--- src/rtl/afifo_pkg.sv ---
// afifo_pkg: shared types and constants for the async-FIFO read-side streamer.
//   data_ty     - default-width data word
//   rd_state_e  - read-side control states
//   FRAME_CNT_W - width of the completed-frame counter
//   idx_w()     - word-index width for a given frame length (at least 1 bit)
package afifo_pkg;
   localparam int DATA_W      = 8;
   localparam int FRAME_CNT_W = 16;

   typedef logic [DATA_W-1:0] data_ty;

   typedef enum logic [1:0] {
      IDLE  = 2'd0,
      RUN   = 2'd1,
      DRAIN = 2'd2
   } rd_state_e;

   function automatic int idx_w(input int n);
      return (n > 1) ? $clog2(n) : 1;
   endfunction
endpackage

--- src/rtl/afifo_rd_skid.sv ---
// afifo_rd_skid: 2-entry FIFO-ordered skid buffer.
//   clk_read, rd_rst - clock / async active-high reset
//   push, din        - write a word (caller never pushes into a full buffer
//                      unless it also pops in the same cycle)
//   pop              - retire the head word (caller only pops when occ>0)
//   dout             - head word
//   occ              - occupancy 0..2
module afifo_rd_skid
   import afifo_pkg::*;
#(
   parameter int WIDTH = DATA_W
) (
   input  logic             clk_read,
   input  logic             rd_rst,
   input  logic             push,
   input  logic             pop,
   input  logic [WIDTH-1:0] din,
   output logic [WIDTH-1:0] dout,
   output logic [1:0]       occ
);

   logic [WIDTH-1:0] mem [2];
   logic             wr_ptr;
   logic             rd_ptr;

   always_ff @(posedge clk_read or posedge rd_rst) begin
      if (rd_rst) begin
         mem[0] <= '0;
         mem[1] <= '0;
         wr_ptr <= 1'b0;
         rd_ptr <= 1'b0;
         occ    <= 2'd0;
      end else begin
         if (push) begin
            mem[wr_ptr] <= din;
            wr_ptr      <= ~wr_ptr;
         end
         if (pop)
            rd_ptr <= ~rd_ptr;
         // simultaneous push and pop leaves occupancy unchanged
         occ <= occ + 2'(push) - 2'(pop);
      end
   end

   assign dout = mem[rd_ptr];

endmodule

--- src/rtl/afifo_rd_stream.sv ---
// afifo_rd_stream: pulls words out of an async FIFO's read port and presents
// them as a valid/ready stream grouped into frames of FRAME_LEN words.
//   clk_read, rd_rst  - read-domain clock / async active-high reset
//   en                - 1 = keep fetching, 0 = stop fetching and drain
//   fifo_empty        - FIFO empty flag
//   fifo_pop          - FIFO pop strobe (combinational)
//   fifo_data         - FIFO read data, valid the cycle after a pop
//   m_valid, m_ready  - output handshake
//   m_data, m_last    - output word and end-of-frame marker
//   frame_cnt         - completed frames (wraps)
//   busy              - control not in IDLE
module afifo_rd_stream
   import afifo_pkg::*;
#(
   parameter int WIDTH     = DATA_W,
   parameter int FRAME_LEN = 4
) (
   input  logic                   clk_read,
   input  logic                   rd_rst,
   input  logic                   en,
   input  logic                   fifo_empty,
   output logic                   fifo_pop,
   input  logic [WIDTH-1:0]       fifo_data,
   output logic                   m_valid,
   input  logic                   m_ready,
   output logic [WIDTH-1:0]       m_data,
   output logic                   m_last,
   output logic [FRAME_CNT_W-1:0] frame_cnt,
   output logic                   busy
);

   localparam int             IDX_W    = idx_w(FRAME_LEN);
   localparam logic [IDX_W-1:0] LAST_IDX = IDX_W'(FRAME_LEN - 1);

   rd_state_e        state;
   logic             infl;   // pop issued last cycle, data arrives now
   logic [1:0]       occ;
   logic [IDX_W-1:0] idx;
   logic             xfer;

   assign m_valid = (occ != 2'd0);
   assign xfer    = m_valid & m_ready;
   assign m_last  = (idx == LAST_IDX);
   assign busy    = (state != IDLE);

   // occ+infl never exceeds 2, so "occ+infl-xfer < 2" is evaluated as
   // "occ+infl < 2+xfer" to keep the arithmetic unsigned.
   assign fifo_pop = (state == RUN) && !fifo_empty &&
                     (({1'b0, occ} + {2'b0, infl}) < (3'd2 + {2'b0, xfer}));

   afifo_rd_skid #(.WIDTH(WIDTH)) u_skid (
      .clk_read (clk_read),
      .rd_rst   (rd_rst),
      .push     (infl),
      .pop      (xfer),
      .din      (fifo_data),
      .dout     (m_data),
      .occ      (occ)
   );

   always_ff @(posedge clk_read or posedge rd_rst) begin
      if (rd_rst) begin
         state     <= IDLE;
         infl      <= 1'b0;
         idx       <= '0;
         frame_cnt <= '0;
      end else begin
         infl <= fifo_pop;

         case (state)
            IDLE:    if (en) state <= RUN;
            RUN:     if (!en) state <= DRAIN;
            DRAIN: begin
               if (en)
                  state <= RUN;
               else if (occ == 2'd0 && !infl)
                  state <= IDLE;
            end
            default: state <= IDLE;
         endcase

         // idx survives DRAIN/IDLE so a paused frame resumes where it left off
         if (xfer) begin
            if (m_last) begin
               idx       <= '0;
               frame_cnt <= frame_cnt + 1'b1;
            end else begin
               idx <= idx + 1'b1;
            end
         end
      end
   end

endmodule

--- config.mk ---
export PLATFORM = sky130hd
export DESIGN_NAME = afifo_rd_stream
export DESIGN_NICKNAME = d
export VERILOG_FILES = /design/src/rtl/afifo_pkg.sv /design/src/rtl/afifo_rd_skid.sv /design/src/rtl/afifo_rd_stream.sv
export SDC_FILE = /design/constraint.sdc
export NUM_CORES = 1
export LEC_CHECK = 0
export BUFFER_PORTS_ARGS = -buffer_cell sky130_fd_sc_hd__buf_4
export CORE_MARGIN = 3
export CORE_UTILIZATION = 35
export CTS_CLUSTER_DIAMETER = 100
export DETAILED_ROUTE_END_ITERATION = 12
export HOLD_SLACK_MARGIN = 0.05
export PLACE_DENSITY = 0.54
export REMOVE_ABC_BUFFERS = 1
export SYNTH_ARGS = -nofsm -noshare
export SYNTH_HDL_FRONTEND = slang
export SYNTH_SLANG_ARGS = --single-unit
--- constraint.sdc ---
create_clock -name clk_read -period 2 [get_ports clk_read]
set_input_delay 0.1 -clock clk_read [delete_from_list [all_inputs] [get_ports clk_read]]
set_output_delay 0.1 -clock clk_read [all_outputs]
set_load 0.05 [all_outputs]
==> flow_summary.ini <==
[status]
outcome = completed

[sta]
worst_slew_pin_slew_ns = 0.514
slew_viol_final = 0
final_hold_viol_count = 0
setup_violations = 0
clock_skew_ns = 0.00775
grt_setup_unrepaired = no
fin_crit_ns = 1.82
max_freq_ghz = 0.550
relSlewSlack = 0.657
fin_crit_sh = 0.909

[clocking]
htreeDepth = 2
cts-root-buf = clkbuf_8
cts_tree = yes
postCtsSetupBuffers = 0
cts_max_path_buffers = 2
clk_pin_slew_ns = 0.07
numCtsBuffers = 5
clk-insertion-delay-late_ns = 0.29
clkSinkCount = 41

[run]
drv_cap = 0

[cells_and_area]
antennaDiodeCount = 0
drive_gt1_frac = 0.433
syn_to_final_growth_pct = 34.7
fin_nets = 221
fin_area_um2 = 2520

[routing]
wl_per_cell_um = 13.4
antenna_left = 0
drc = 0
routed_wl_um = 3620
drtPass1Iterations = 4
vias = 1222
first_iter_violations = 60
vias_per_cell = 4.53

[die]
die_h_um = 79.1
core-area_um2 = 4940
rows = 25
io_pins = 41
start_util = 0.378
design.die.area_um2 = 6260
die_w_um = 79.1

[power]
pwr-share-clk = 0.205
netSwitchingPower_mw = 1.50
ir_drop_mv = 0.712
intPower_mw = 2.28
p_per_area_nw_per_um2 = 1500
power_mw = 3.78
p_seq_frac = 0.348
power_frac_comb = 0.447
power.leakage_nw = 1.22
switching_share = 0.396

[global_route]
grt_pass1_vias = 1355
grt_max_degree = 42
grt_usage = 0.128
grt_pass1_wl_um = 6290
antenna_found_initial = 0
overflow = 0

[placed_design]
hpwl_um = 2550
gp_congestion = 0.739
place_area_um2 = 2270
portBuffers = 40

[critical_path]
crit_chain = or2_2 > nand2_1 > inv_1 > ha_1 > inv_1 > ha_1 > xnor2_1 > xnor2_1
path_max_fanout = 4
crit_required_ns = 2.21
worst-endpoint-arrival_ns = 2.03
max_stage_delay_ns = 0.41
start_kind = flop
critical_path_buf_inv_count = 2
crit_type = flop to flop
cp-end-kind = flop
cp_top_family = adder cells
r2r_slack_ns = 0.18
slowest_stage = dfrtp_1

[synthesis]
synth_warnings = 0
netlist_area_um2 = 1870
avgSynthCellArea_um2 = 13.1
postSynthCellCount = 143
ys_seq_elements = 41
yosysSeqAreaShare = 0.548
synth_cell_type_count = 27

[hold_path]
hold_class = primary input to flop
## worst register-to-register path: stages (launching register included)
cell and delay (ns):
dfrtp_1 0.41, or2_2 0.33, nand2_1 0.09, inv_1 0.08, ha_1 0.29, inv_1 0.04, ha_1 0.18, xnor2_1 0.18
xnor2_1 0.14
## Yosys cell counts (all sizes together)
| cell | number | share of area |
|---|---|---|
| or2 | 2 | 0.0067 |
| nand2b | 2 | 0.0067 |
| or3 | 1 | 0.0060 |
| a21oi | 1 | 0.0027 |
| o21ai | 2 | 0.0054 |
| and2 | 1 | 0.0033 |
| nor2 | 3 | 0.0060 |
| mux2 | 25 | 0.15 |
| xnor2 | 12 | 0.056 |
| clkbuf | 2 | 0.0040 |
| a21o | 1 | 0.0040 |
| nor4b | 1 | 0.0047 |
| o2111a | 1 | 0.0067 |
| nand4 | 2 | 0.023 |
| nor3 | 6 | 0.024 |
| dfrtp | 41 | 0.55 |
| nand2 | 9 | 0.018 |
| nor2b | 1 | 0.0033 |
| ha | 6 | 0.040 |
| xor2 | 7 | 0.033 |
| nand3 | 6 | 0.019 |
| inv | 7 | 0.014 |
| a21boi | 1 | 0.0040 |
| and3 | 3 | 0.011 |
## timing repair
item                                    in CTS  in global routing
resized for setup                            0                  1
hold buffers                                11                  0
endpoints found under the setup margin       0                  1
hold endpoints to repair                    58                  0
## sequential cells by signal (all words and copies together), names as in the netlist
name           cells
frame_cnt         16
u_skid.mem        16
idx                2
state              2
u_skid.occ         2
infl               1
u_skid.rd_ptr      1
u_skid.wr_ptr      1
## routing by layer
layer	share of wire	vias to the layer above	GRT usage
met5	0	-	0
met1	0.45	587	0.151
met4	0.013	0	0.0567
met3	0.045	7	0.0272
met2	0.49	26	0.225
li1	-	602	-
## final cells by class
cell class | instances | area [um^2]
timing repair buffer | 54 | 433
sequential | 41 | 1030
multi-input combinational | 93 | 817
fill | 475 | 2420
clock inverter | 3 | 65.1
tap | 67 | 83.8
inverter | 7 | 26.3
clock buffer | 5 | 68.8
## final timing paths
kind	startpoint	to	cells past startpoint
max	u_skid.occ[0]	u_skid.occ[1]	8
min	m_ready	idx[1]	5
max reg2reg	u_skid.occ[0]	u_skid.occ[1]	8
min reg2reg	frame_cnt[15]	frame_cnt[15]	1
max in group asynchronous	rd_rst	frame_cnt[3]	4
min in group asynchronous	rd_rst	u_skid.mem[1]	4
## placed cells by master (no fill, tap or decap)
| cell | netlist | layout |
|---|---|---|
| mux2_2 | 25 | 25 |
| or3_4 | 1 | 1 |
| nand3_2 | 1 | 1 |
| o2111a_2 | 1 | 1 |
| ha_1 | 6 | 6 |
| bufinv_16 | 0 | 2 |
| xor2_1 | 7 | 7 |
| nor4b_2 | 0 | 1 |
| clkinv_2 | 0 | 1 |
| dfrtp_1 | 41 | 41 |
| or2_2 | 2 | 2 |
| nand2b_1 | 2 | 2 |
| nand4_4 | 2 | 2 |
| nor2_1 | 3 | 3 |
| xnor2_1 | 12 | 12 |
| inv_1 | 7 | 7 |
| clkbuf_8 | 0 | 5 |
| a21o_1 | 1 | 1 |
| a21oi_1 | 1 | 1 |
| buf_4 | 0 | 43 |
| nor3_1 | 3 | 3 |
| a21boi_0 | 1 | 1 |
| dlygate4sd3_1 | 0 | 11 |
| and2_1 | 1 | 1 |
| nor2b_1 | 1 | 1 |
| o21ai_0 | 2 | 2 |
| nand2_1 | 9 | 9 |
| and3_2 | 1 | 1 |
| nand3_1 | 5 | 5 |
| nor3_2 | 3 | 3 |
| and3_1 | 2 | 2 |
## stage by stage
step	setup slack [ns]	utilization	TNS [ns]	instances	hold slack, ns
2_1_floorplan	-0.985	-	-1.77	141	0.163
3_3_place_gp	0.293	0.459	0	251	0.257
3_5_place_dp	0.176	0.459	0	251	0.264
4_1_cts	0.0628	0.509	0	270	0.201
5_1_grt	0.0231	0.510	0	270	0.236
6_report	0.183	0.510	0	270	0.217
## power by group through the flow
stage / clock [mW] / combinational, mW / sequential, mW
finish: 0.775 / 1.69 / 1.31
global route: 0.841 / 1.80 / 1.37
global placement: 0 / 1.66 / 1.32
CTS: 0.801 / 1.71 / 1.32
detailed placement: 0 / 1.69 / 1.34
floorplan: 0 / 1.13 / 1.40
## cell families after synthesis
| family | count (synthesis) | share of synthesized area |
|---|---|---|
| simple gates | 37 | 0.131 |
| compound gates | 6 | 0.0227 |
| xor+xnor | 19 | 0.0890 |
| flops | 41 | 0.548 |
| fa+ha+maj | 6 | 0.0401 |
| mux | 25 | 0.151 |
| buf+inv | 9 | 0.0181 |
Power figures use the tool's default switching activity.
